`config.mk`:
```
export PLATFORM = sky130hd
export DESIGN_NAME = strided_vector_mem_ctr_flat
export DESIGN_NICKNAME = d
export VERILOG_FILES = /design/src/rtl/strided_vector_mem_ctr_if.sv /design/src/rtl/strided_vector_mem_ctr.sv /design/src/flat_wrapper.sv
export SDC_FILE = /design/constraint.sdc
export NUM_CORES = 2
export LEC_CHECK = 0
export BUFFER_PORTS_ARGS = -buffer_cell sky130_fd_sc_hd__buf_2
export CAP_MARGIN = 20
export CORE_AREA = 2 2 281 283
export DETAILED_ROUTE_END_ITERATION = 7
export DIE_AREA = 0 0 283 285
export GPL_ROUTABILITY_DRIVEN = 0
export PLACE_DENSITY = 0.78
export SYNTH_ARGS = -nofsm -noshare
export SYNTH_HDL_FRONTEND = slang
export SYNTH_SLANG_ARGS = --single-unit
```
`constraint.sdc`:
```
create_clock -name clk -period 32.8 [get_ports clk]
set_input_delay 8.2 -clock clk [delete_from_list [all_inputs] [get_ports clk]]
set_output_delay 8.2 -clock clk [all_outputs]
set_load 0.005 [all_outputs]
```
`src/rtl/strided_vector_mem_ctr_if.sv`:
```
// strided_vector_mem_ctr_if: core request/response and data-cache bus of the strided vector memory controller (slave = controller, master = core plus cache)
interface strided_vector_mem_ctr_if #(
  parameter int ADDR_WIDTH = 17,
  parameter int LEN = 32,
  parameter int VECTOR_SIZE = 8,
  parameter int ENTRY_INDEX_SIZE = 3
);
  logic mem_access_enabled;
  logic [1:0] data_vis_signal;
  logic is_vector;
  logic [1:0] scalar_data_type;
  logic [2:0] vector_data_type;
  logic [ADDR_WIDTH-1:0] data_addr;
  logic [ADDR_WIDTH-1:0] stride;
  logic [ENTRY_INDEX_SIZE:0] length;
  logic [VECTOR_SIZE-1:0] mask;
  logic [LEN-1:0] written_scalar_data;
  logic [LEN*VECTOR_SIZE-1:0] written_vector_data;
  logic [LEN-1:0] scalar_data;
  logic [LEN*VECTOR_SIZE-1:0] vector_data;
  logic [1:0] mem_vis_status;
  logic [LEN-1:0] mem_data;
  logic [1:0] d_cache_status;
  logic [1:0] cache_vis_signal;
  logic [ADDR_WIDTH-1:0] mem_vis_addr;
  logic [2:0] data_type;
  logic [LEN-1:0] cache_written_data;
  logic [ENTRY_INDEX_SIZE:0] write_length;
  modport slave (
    input mem_access_enabled, data_vis_signal, is_vector, scalar_data_type, vector_data_type,
          data_addr, stride, length, mask, written_scalar_data, written_vector_data,
          mem_data, d_cache_status,
    output scalar_data, vector_data, mem_vis_status, cache_vis_signal, mem_vis_addr,
           data_type, cache_written_data, write_length
  );
  modport master (
    output mem_access_enabled, data_vis_signal, is_vector, scalar_data_type, vector_data_type,
           data_addr, stride, length, mask, written_scalar_data, written_vector_data,
           mem_data, d_cache_status,
    input scalar_data, vector_data, mem_vis_status, cache_vis_signal, mem_vis_addr,
          data_type, cache_written_data, write_length
  );
endinterface

```
`src/rtl/strided_vector_mem_ctr.sv`:
```
// strided_vector_mem_ctr: turns masked, signed-stride vector and scalar load/store requests on bus (slave) into single-element cache accesses; clk, async active-high rst
module strided_vector_mem_ctr #(
  parameter int ADDR_WIDTH = 17,
  parameter int LEN = 32,
  parameter int BYTE_SIZE = 8,
  parameter int VECTOR_SIZE = 8,
  parameter int ENTRY_INDEX_SIZE = 3
) (
  input logic clk,
  input logic rst,
  strided_vector_mem_ctr_if.slave bus
);
  localparam int VW = LEN * VECTOR_SIZE;
  localparam int IW = ENTRY_INDEX_SIZE + 1;
  typedef enum logic [1:0] {IDLE, ISSUE, WAIT, DONE} state_t;
  state_t state, state_n;
  logic [1:0] op_r;
  logic vec_r;
  logic [1:0] code_r;
  logic [ADDR_WIDTH-1:0] base_r, stride_r;
  logic [IW-1:0] len_r, idx, fidx;
  logic [VECTOR_SIZE-1:0] mask_r;
  logic [VW-1:0] wvec_r, vbuf;
  logic [LEN-1:0] sbuf, emask;
  logic [15:0] sh_issue, sh_load;
  logic found, issue, go, accept, resting, fin;
  assign go = bus.data_vis_signal == 2'd1 || bus.data_vis_signal == 2'd2;
  assign accept = state == IDLE && bus.mem_access_enabled && go;
  assign resting = bus.d_cache_status == 2'd0;
  assign fin = bus.d_cache_status == 2'd2;
  assign issue = state == ISSUE && found && resting;
  assign emask = code_r[1] ? '1 : code_r[0] ? LEN'({(2*BYTE_SIZE){1'b1}}) : LEN'({BYTE_SIZE{1'b1}});
  assign sh_issue = 16'(fidx) * (16'(BYTE_SIZE) << code_r);
  assign sh_load = 16'(idx) * (16'(BYTE_SIZE) << code_r);
  always_comb begin
    found = 1'b0;
    fidx = '0;
    for (int i = VECTOR_SIZE - 1; i >= 0; i--)
      if (mask_r[i] && IW'(i) < len_r && IW'(i) >= idx) begin
        found = 1'b1;
        fidx = IW'(i);
      end
  end
  always_comb begin
    state_n = state == IDLE ? (bus.mem_access_enabled ? (go ? ISSUE : DONE) : IDLE)
            : state == ISSUE ? (!found ? DONE : issue ? WAIT : ISSUE)
            : state == WAIT ? (fin ? ISSUE : WAIT) : IDLE;
    bus.mem_vis_status = state == IDLE ? 2'd0 : state == DONE ? 2'd3
                       : (state == ISSUE && found && !resting) ? 2'd2 : 2'd1;
    bus.cache_vis_signal = issue ? op_r : 2'd0;
    bus.mem_vis_addr = issue ? base_r + ADDR_WIDTH'(fidx) * stride_r : '0;
    bus.data_type = issue ? {1'b0, code_r} : 3'd0;
    bus.cache_written_data = (issue && op_r == 2'd2) ? (LEN'(wvec_r >> sh_issue) & emask) : '0;
    bus.write_length = IW'(1);
    bus.vector_data = vbuf;
    bus.scalar_data = sbuf;
  end
  always_ff @(posedge clk or posedge rst)
    if (rst) state <= IDLE;
    else state <= state_n;
  always_ff @(posedge clk or posedge rst)
    if (rst) begin
      op_r <= '0;
      vec_r <= 1'b0;
      code_r <= '0;
      base_r <= '0;
      stride_r <= '0;
      len_r <= '0;
      mask_r <= '0;
      wvec_r <= '0;
      idx <= '0;
      vbuf <= '0;
      sbuf <= '0;
    end else begin
      if (accept) begin
        op_r <= bus.data_vis_signal;
        vec_r <= bus.is_vector;
        code_r <= bus.is_vector ? bus.vector_data_type[1:0] : bus.scalar_data_type;
        base_r <= bus.data_addr;
        stride_r <= bus.is_vector ? bus.stride : '0;
        len_r <= !bus.is_vector ? IW'(1) : bus.length > IW'(VECTOR_SIZE) ? IW'(VECTOR_SIZE) : bus.length;
        mask_r <= bus.is_vector ? bus.mask : VECTOR_SIZE'(1);
        wvec_r <= bus.is_vector ? bus.written_vector_data : VW'(bus.written_scalar_data);
        idx <= '0;
        // load results stay visible until the next load replaces them
        if (bus.data_vis_signal == 2'd1) begin
          vbuf <= '0;
          sbuf <= '0;
        end
      end
      if (issue) idx <= fidx;
      if (state == WAIT && fin) begin
        idx <= idx + IW'(1);
        if (op_r == 2'd1 && vec_r) vbuf <= vbuf | (VW'(bus.mem_data & emask) << sh_load);
        if (op_r == 2'd1 && !vec_r) sbuf <= bus.mem_data;
      end
    end
endmodule

```
`src/flat_wrapper.sv`:
```
// flat-port wrapper written by rule: the top's interface ports become plain ports
module strided_vector_mem_ctr_flat 
#(
  parameter int ADDR_WIDTH = 17,
  parameter int LEN = 32,
  parameter int BYTE_SIZE = 8,
  parameter int VECTOR_SIZE = 8,
  parameter int ENTRY_INDEX_SIZE = 3
)
  (clk, rst, bus_mem_access_enabled, bus_data_vis_signal, bus_is_vector, bus_scalar_data_type, bus_vector_data_type, bus_data_addr, bus_stride, bus_length, bus_mask, bus_written_scalar_data, bus_written_vector_data, bus_mem_data, bus_d_cache_status, bus_scalar_data, bus_vector_data, bus_mem_vis_status, bus_cache_vis_signal, bus_mem_vis_addr, bus_data_type, bus_cache_written_data, bus_write_length);
  strided_vector_mem_ctr_if #(.ADDR_WIDTH(ADDR_WIDTH), .LEN(LEN), .VECTOR_SIZE(VECTOR_SIZE), .ENTRY_INDEX_SIZE(ENTRY_INDEX_SIZE)) bus_i ();
  input logic clk;
  input logic rst;
  input wire logic [$bits(bus_i.mem_access_enabled)-1:0] bus_mem_access_enabled;
  input wire logic [$bits(bus_i.data_vis_signal)-1:0] bus_data_vis_signal;
  input wire logic [$bits(bus_i.is_vector)-1:0] bus_is_vector;
  input wire logic [$bits(bus_i.scalar_data_type)-1:0] bus_scalar_data_type;
  input wire logic [$bits(bus_i.vector_data_type)-1:0] bus_vector_data_type;
  input wire logic [$bits(bus_i.data_addr)-1:0] bus_data_addr;
  input wire logic [$bits(bus_i.stride)-1:0] bus_stride;
  input wire logic [$bits(bus_i.length)-1:0] bus_length;
  input wire logic [$bits(bus_i.mask)-1:0] bus_mask;
  input wire logic [$bits(bus_i.written_scalar_data)-1:0] bus_written_scalar_data;
  input wire logic [$bits(bus_i.written_vector_data)-1:0] bus_written_vector_data;
  input wire logic [$bits(bus_i.mem_data)-1:0] bus_mem_data;
  input wire logic [$bits(bus_i.d_cache_status)-1:0] bus_d_cache_status;
  output wire logic [$bits(bus_i.scalar_data)-1:0] bus_scalar_data;
  output wire logic [$bits(bus_i.vector_data)-1:0] bus_vector_data;
  output wire logic [$bits(bus_i.mem_vis_status)-1:0] bus_mem_vis_status;
  output wire logic [$bits(bus_i.cache_vis_signal)-1:0] bus_cache_vis_signal;
  output wire logic [$bits(bus_i.mem_vis_addr)-1:0] bus_mem_vis_addr;
  output wire logic [$bits(bus_i.data_type)-1:0] bus_data_type;
  output wire logic [$bits(bus_i.cache_written_data)-1:0] bus_cache_written_data;
  output wire logic [$bits(bus_i.write_length)-1:0] bus_write_length;
  assign bus_i.mem_access_enabled = bus_mem_access_enabled;
  assign bus_i.data_vis_signal = bus_data_vis_signal;
  assign bus_i.is_vector = bus_is_vector;
  assign bus_i.scalar_data_type = bus_scalar_data_type;
  assign bus_i.vector_data_type = bus_vector_data_type;
  assign bus_i.data_addr = bus_data_addr;
  assign bus_i.stride = bus_stride;
  assign bus_i.length = bus_length;
  assign bus_i.mask = bus_mask;
  assign bus_i.written_scalar_data = bus_written_scalar_data;
  assign bus_i.written_vector_data = bus_written_vector_data;
  assign bus_i.mem_data = bus_mem_data;
  assign bus_i.d_cache_status = bus_d_cache_status;
  assign bus_scalar_data = bus_i.scalar_data;
  assign bus_vector_data = bus_i.vector_data;
  assign bus_mem_vis_status = bus_i.mem_vis_status;
  assign bus_cache_vis_signal = bus_i.cache_vis_signal;
  assign bus_mem_vis_addr = bus_i.mem_vis_addr;
  assign bus_data_type = bus_i.data_type;
  assign bus_cache_written_data = bus_i.cache_written_data;
  assign bus_write_length = bus_i.write_length;
  strided_vector_mem_ctr #(.ADDR_WIDTH(ADDR_WIDTH), .LEN(LEN), .BYTE_SIZE(BYTE_SIZE), .VECTOR_SIZE(VECTOR_SIZE), .ENTRY_INDEX_SIZE(ENTRY_INDEX_SIZE)) u_core (.clk(clk), .rst(rst), .bus(bus_i));
endmodule
```
Word level (Yosys, flattened, before mapping)
Cells that the tools add are included.
{"block": "word_totals", "regBits": 601, "inputBits": 379, "out_inout_bits": 348, "wordCells": 129}
{"block": "classes", "n_addsub": 2, "mul": 3, "n_lt_le_gt_ge": 17, "n_eq_ne": 8, "n_shift": 3, "n_mux": 50, "n_bitwise": 3, "n_reduce_logical": 31}
{"op": "256-bit 2-to-1 mux", "count": 5}
{"op": "256-bit bitwise OR", "count": 1}
{"op": "256-bit by 16-bit << shifter with 256-bit output", "count": 1}
{"op": "256-bit by 16-bit >> shifter with 32-bit output", "count": 1}
{"op": "32-bit 2-to-1 mux", "count": 6}
{"op": "32-bit bitwise AND", "count": 2}
{"op": "17-bit 2-to-1 mux", "count": 2}
{"op": "2-bit 2-to-1 mux", "count": 14}
{"op": "1-bit logical AND", "count": 25}
{"op": "3-bit 2-to-1 mux", "count": 8}
{"op": "4-bit 2-to-1 mux", "count": 5}
{"op": "17-bit adder", "count": 1}
{"op": "3-bit by 17-bit multiplier with 17-bit output", "count": 1}
{"op": "3-bit by 4-bit greater-or-equal comparator with 1-bit output, first input constant", "count": 4}
{"op": "3-bit by 4-bit < comparator with 1-bit output, first input constant", "count": 4}
{"op": "3-bit by 16-bit multiplier with 16-bit output", "count": 1}
{"op": "4-bit by 16-bit multiplier with 16-bit output", "count": 1}
{"op": "16-bit 2-to-1 mux", "count": 1}
{"op": "4-bit by 2-bit << shifter with 16-bit output, first input constant", "count": 1}
{"op": "2-bit equality test, second input constant", "count": 5}
{"op": "1-bit by 4-bit greater-or-equal comparator with 1-bit output, first input constant", "count": 2}
{"op": "2-bit by 4-bit greater-or-equal comparator with 1-bit output, first input constant", "count": 2}
{"op": "1-bit by 4-bit < comparator with 1-bit output, first input constant", "count": 2}
{"op": "2-bit by 4-bit < comparator with 1-bit output, first input constant", "count": 2}
{"op": "other kinds (9)", "count": 20}

Depth between registers and ports, before layout
{"block": "logic_depth", "word_depth": 17, "ltp_mapped": 26, "mapped_depth_nobuf": 24}

Worst setup path before layout
OpenSTA, ideal clock, no wires.
{"block": "synth_timing", "path_type": "input port to output port", "start": "in bus_d_cache_status[1]", "end": "out bus_cache_written_data[16]", "arrival_time_ns": 9.702, "required_time_ns": 24.600, "path_slack_ns": 14.898, "cell_stages": 9, "n_path_buf": 1, "path_cell_list": "nor3_1 -> o21a_1 -> nand3_1 -> nand2b_1 -> buf_2 -> nor2_8 -> o221ai_1 -> or3_1 -> o311ai_0"}
{"block": "synth_between", "elab_chain_len": 4}
{"item": "start: declaration", "line_no": "flat_wrapper.sv:26", "rtl": "input wire logic [$bits(bus_i.d_cache_status)-1:0] bus_d_cache_status;"}
{"item": "2-bit zero test", "line_no": "strided_vector_mem_ctr.sv:29", "rtl": "assign resting = bus.d_cache_status == 2'd0;"}
{"item": "1-bit logical AND", "line_no": "strided_vector_mem_ctr.sv:31", "rtl": "assign issue = state == ISSUE && found && resting;"}
{"item": "1-bit logical AND", "line_no": "strided_vector_mem_ctr.sv:53", "rtl": "bus.cache_written_data = (issue && op_r == 2'd2) ? (LEN'(wvec_r >> sh_issue) & emask) : '0;"}
{"item": "32-bit 2-to-1 mux", "line_no": "strided_vector_mem_ctr.sv:53"}
{"item": "end: declaration", "line_no": "flat_wrapper.sv:33", "rtl": "output wire logic [$bits(bus_i.cache_written_data)-1:0] bus_cache_written_data;"}
Every way passes these cells.

Worst setup path after layout
{"block": "layout_timing", "start": "in bus_d_cache_status[1]", "end": "out bus_cache_written_data[19]"}
Same word-level chain as after synthesis.

==> results.toml <==
[outcome]
status = "complete, but fails checks"
failed_checks = "DRC"

[final_layout]
postLayoutCellArea_sq_um = 40800
synthToLayoutAreaGrowth_pct = 18.9
drive_gt1_frac = 0.210
final_nets = 4912
final.fill_count = 7034
final_cell_mix = "nand2_1, buf_2, dfrtp_1, o21ai_0, nand3_1"
layout_commonest_cell = "nand2_1"

[global_route]
overflow = 0
track_usage = 0.316
grt_pass1_vias = 31600
antenna_found_initial = 8
grt_max_degree = 185
grt_pass1_wl_microns = 196000

[routing]
drtIter0Drc = 5264
firstDrtPassIters = 8
drcViolationCount = 51
vias_per_cell = 6.08
wl_microns = 132000
wl_per_cell_microns = 23.8
ant_nets = 0
dr_total_vias = 33700

[sta]
hold_viol = 0
fin_setup_tns_ns = 0
max-slew-margin-rel = 0.137
fin_ws_ns = 12.99
maxSlewViolCount = 0
fin_crit_sh = 0.604
period_needed_ns = 19.81
tightest_slew_ns = 1.27
max_freq_ghz = 0.0505
fin_skew_ns = 0.0490
finalSetupViolations = 0
rsz0062_at_grt = "false"

[placement]
hpwl_microns = 95000
dpl-instance-area_sq_um = 38400
port-buffer-count = 720
dpl_worst_slack_ns = 13.18

[clock_tree]
path_clk_slew_ns = 0.06
cts_tree = "yes"
cts_resized = 0
cts_setup_buffers = 0
hold_buffers = 0
cts.sinks = 601
numCtsBuffers = 69
root_buffer = "clkbuf_16"
clockBufferDepth = 3
clk_latency_ns = 0.64
cts_max_level = 3

[synthesis]
ys.flop_type = "dfrtp_1"
synthArstFlopShare = 1.00
synth_edf_count = 0
avgSynthCellArea_sq_um = 8.80
synth_seq_cells = 601
seq_area_frac_synth = 0.438
syn_inst = 3899
mappedNetlistArea_sq_um = 34300
ys_types = 84
ys_warn_count = 0

[power]
p_clk_frac = 0.213
switching_share = 0.455
p_sw_mw = 1.69
p_comb_frac = 0.458
power_density_nw_per_um2 = 90.8
ir_drop_v = 0.0000445
power.internal_mw = 2.02
seqPwrFrac = 0.329
power_leakage_nw = 22.0

[critical_path]
worst_path_most_repeated_cell = "buf_2"
worstPathRequired_ns = 24.60
cp-end-kind = "primary output"
regToRegSetupSlack_ns = 26.50
worstSetupStartpointType = "input pin"
crit_path_max_fanout = 18
crit_slowest_cell = "nand2b_1"
startpoint = "bus_d_cache_status[1]"
cp_top_family = "simple AND/OR/NAND/NOR gates"
worstPathArrival_ns = 11.61
crit_buf_inv = 2
cpPeakStageDelay_ns = 0.57
r2r_end = "u_core.bus.vector_data[133]$_DFF_PP0_"
path_cells = "buf_2 > nor3_1 > o21a_1 > nand3_1 > nand2b_1 > nor2_8 > o221ai_1 > or3_1 > o311ai_0 > buf_2"
r2r-start = "u_core.code_r[1]$_DFFE_PP0P_"
crit_type = "in2out"
worstRegToRegCells = 16

[floorplanning]
core_area_sq_um = 78000
dieArea_sq_um = 80700
die_w_microns = 283
row_count = 103
initial_utilization = 0.440
dieHeight_microns = 285
ioPinCount = 727

[worst_hold_path]
hold_start = "u_core.bus.vector_data[206]$_DFF_PP0_"
hold_path_class = "reg2reg"
hold_depth = 2
holdPathEnd = "u_core.bus.vector_data[206]$_DFF_PP0_"

[flow_run]
maxCapViolCount = 0
-- layer usage --
metal / track usage / share of wire / vias to the layer above
met1: 0.434 / 0.40 / 16000
li1: - / - / 14800
met5: 0 / 0.000099 / -
met2: 0.455 / 0.42 / 2393
met3: 0.0778 / 0.12 / 580
met4: 0.179 / 0.068 / 2
-- worst register-to-register path, cell delays in order (launching register included) --
cell	delay [ns]
dfrtp_1	0.32
buf_4	0.27
inv_1	0.34
nor2_1	0.44
nand2_1	0.14
fa_1	0.50
fa_1	0.54
inv_1	0.06
ha_1	0.26
a21o_1	0.19
a21oi_1	0.17
xnor2_1	0.21
nor3_2	0.72
nand2_1	0.49
nor2_1	1.03
a22oi_1	0.36
a21oi_1	0.22
-- area by class of cell --
type,count,area [sq um],area share
Multi-Input combinational cell,2895,17700,0.433
Sequential cell,601,15000,0.368
Timing Repair Buffer,775,4100,0.100
Clock buffer,92,1930,0.0474
Tap cell,1050,1310,0.0322
Clock inverter,31,380,0.00932
Inverter,97,372,0.00910
Antenna cell,7,17.5,0.000429
-- logic make-up after synthesis --
| logic type | share of synthesized area |
|---|---|
| XOR/XNOR | 0.00510 |
| multiplexers | 0.105 |
| AO/OA/AOI/OAI | 0.171 |
| adder cells (fa/ha/maj) | 0.0417 |
| other | 0.000219 |
| flip-flops | 0.438 |
| buffers and inverters | 0.0493 |
| AND/OR/NAND/NOR | 0.190 |
-- through the flow --
step                std cells  total power [mW]   util  hold WS (ns)
floorplan                3902              2.19      -         0.430
global placement         5411              2.77  0.492         0.456
detailed placement       5413              2.82  0.493         0.465
CTS                      5536              3.62  0.522         0.479
global route             5542              3.87  0.524         0.491
finish                   5548              3.71  0.524         0.475
-- synthesized netlist by cell type, drive strengths merged, types with 21 or more instances --
cell type | number | area, sq um
nand2 | 808 | 3030
dfrtp | 601 | 15000
o21ai | 320 | 1600
nand3 | 288 | 1440
mux2i | 287 | 2870
clkbuf | 256 | 962
a21oi | 246 | 1230
nor2 | 244 | 935
a22o | 111 | 972
inv | 96 | 360
and2 | 64 | 400
a22oi | 60 | 450
ha | 60 | 751
buf | 53 | 368
o22ai | 45 | 282
o221ai | 43 | 377
fa | 34 | 681
nor3 | 34 | 175
mux4 | 28 | 631
nor2b | 21 | 131
-- worst max-delay path by stage --
stage	slack [ns]	cells after the start	end
final	12.99	10	bus_cache_written_data[19]
after global routing	12.94	10	bus_cache_written_data[19]
after CTS	13.18	10	bus_cache_written_data[20]
after detailed placement	13.18	10	bus_cache_written_data[20]
after global placement	13.23	10	bus_cache_written_data[16]
after floorplan	7.78	1	u_core.base_r[0]$_DFFE_PP0P_
-- power by group through the flow --
stage                     Combinational, mW  Sequential [mW]  Clock (mW)
after global routing                   1.80             1.24       0.830
final                                  1.70             1.22       0.790
after global placement                 1.56             1.21           0
after CTS                              1.61             1.21       0.799
after detailed placement               1.60             1.22           0
after floorplan                        1.05             1.14           0
-- flip-flops by register name, summed over array words and instances (netlist names) --
register	count
u_core.code_r	2
u_core.wvec_r	256
u_core.base_r	17
u_core.vec_r	1
u_core.bus.scalar_data	32
u_core.mask_r	8
u_core.stride_r	17
u_core.bus.vector_data	256
u_core.op_r	2
u_core.len_r	4
u_core.state	2
u_core.idx	4
(Power assumes the default switching activity.)
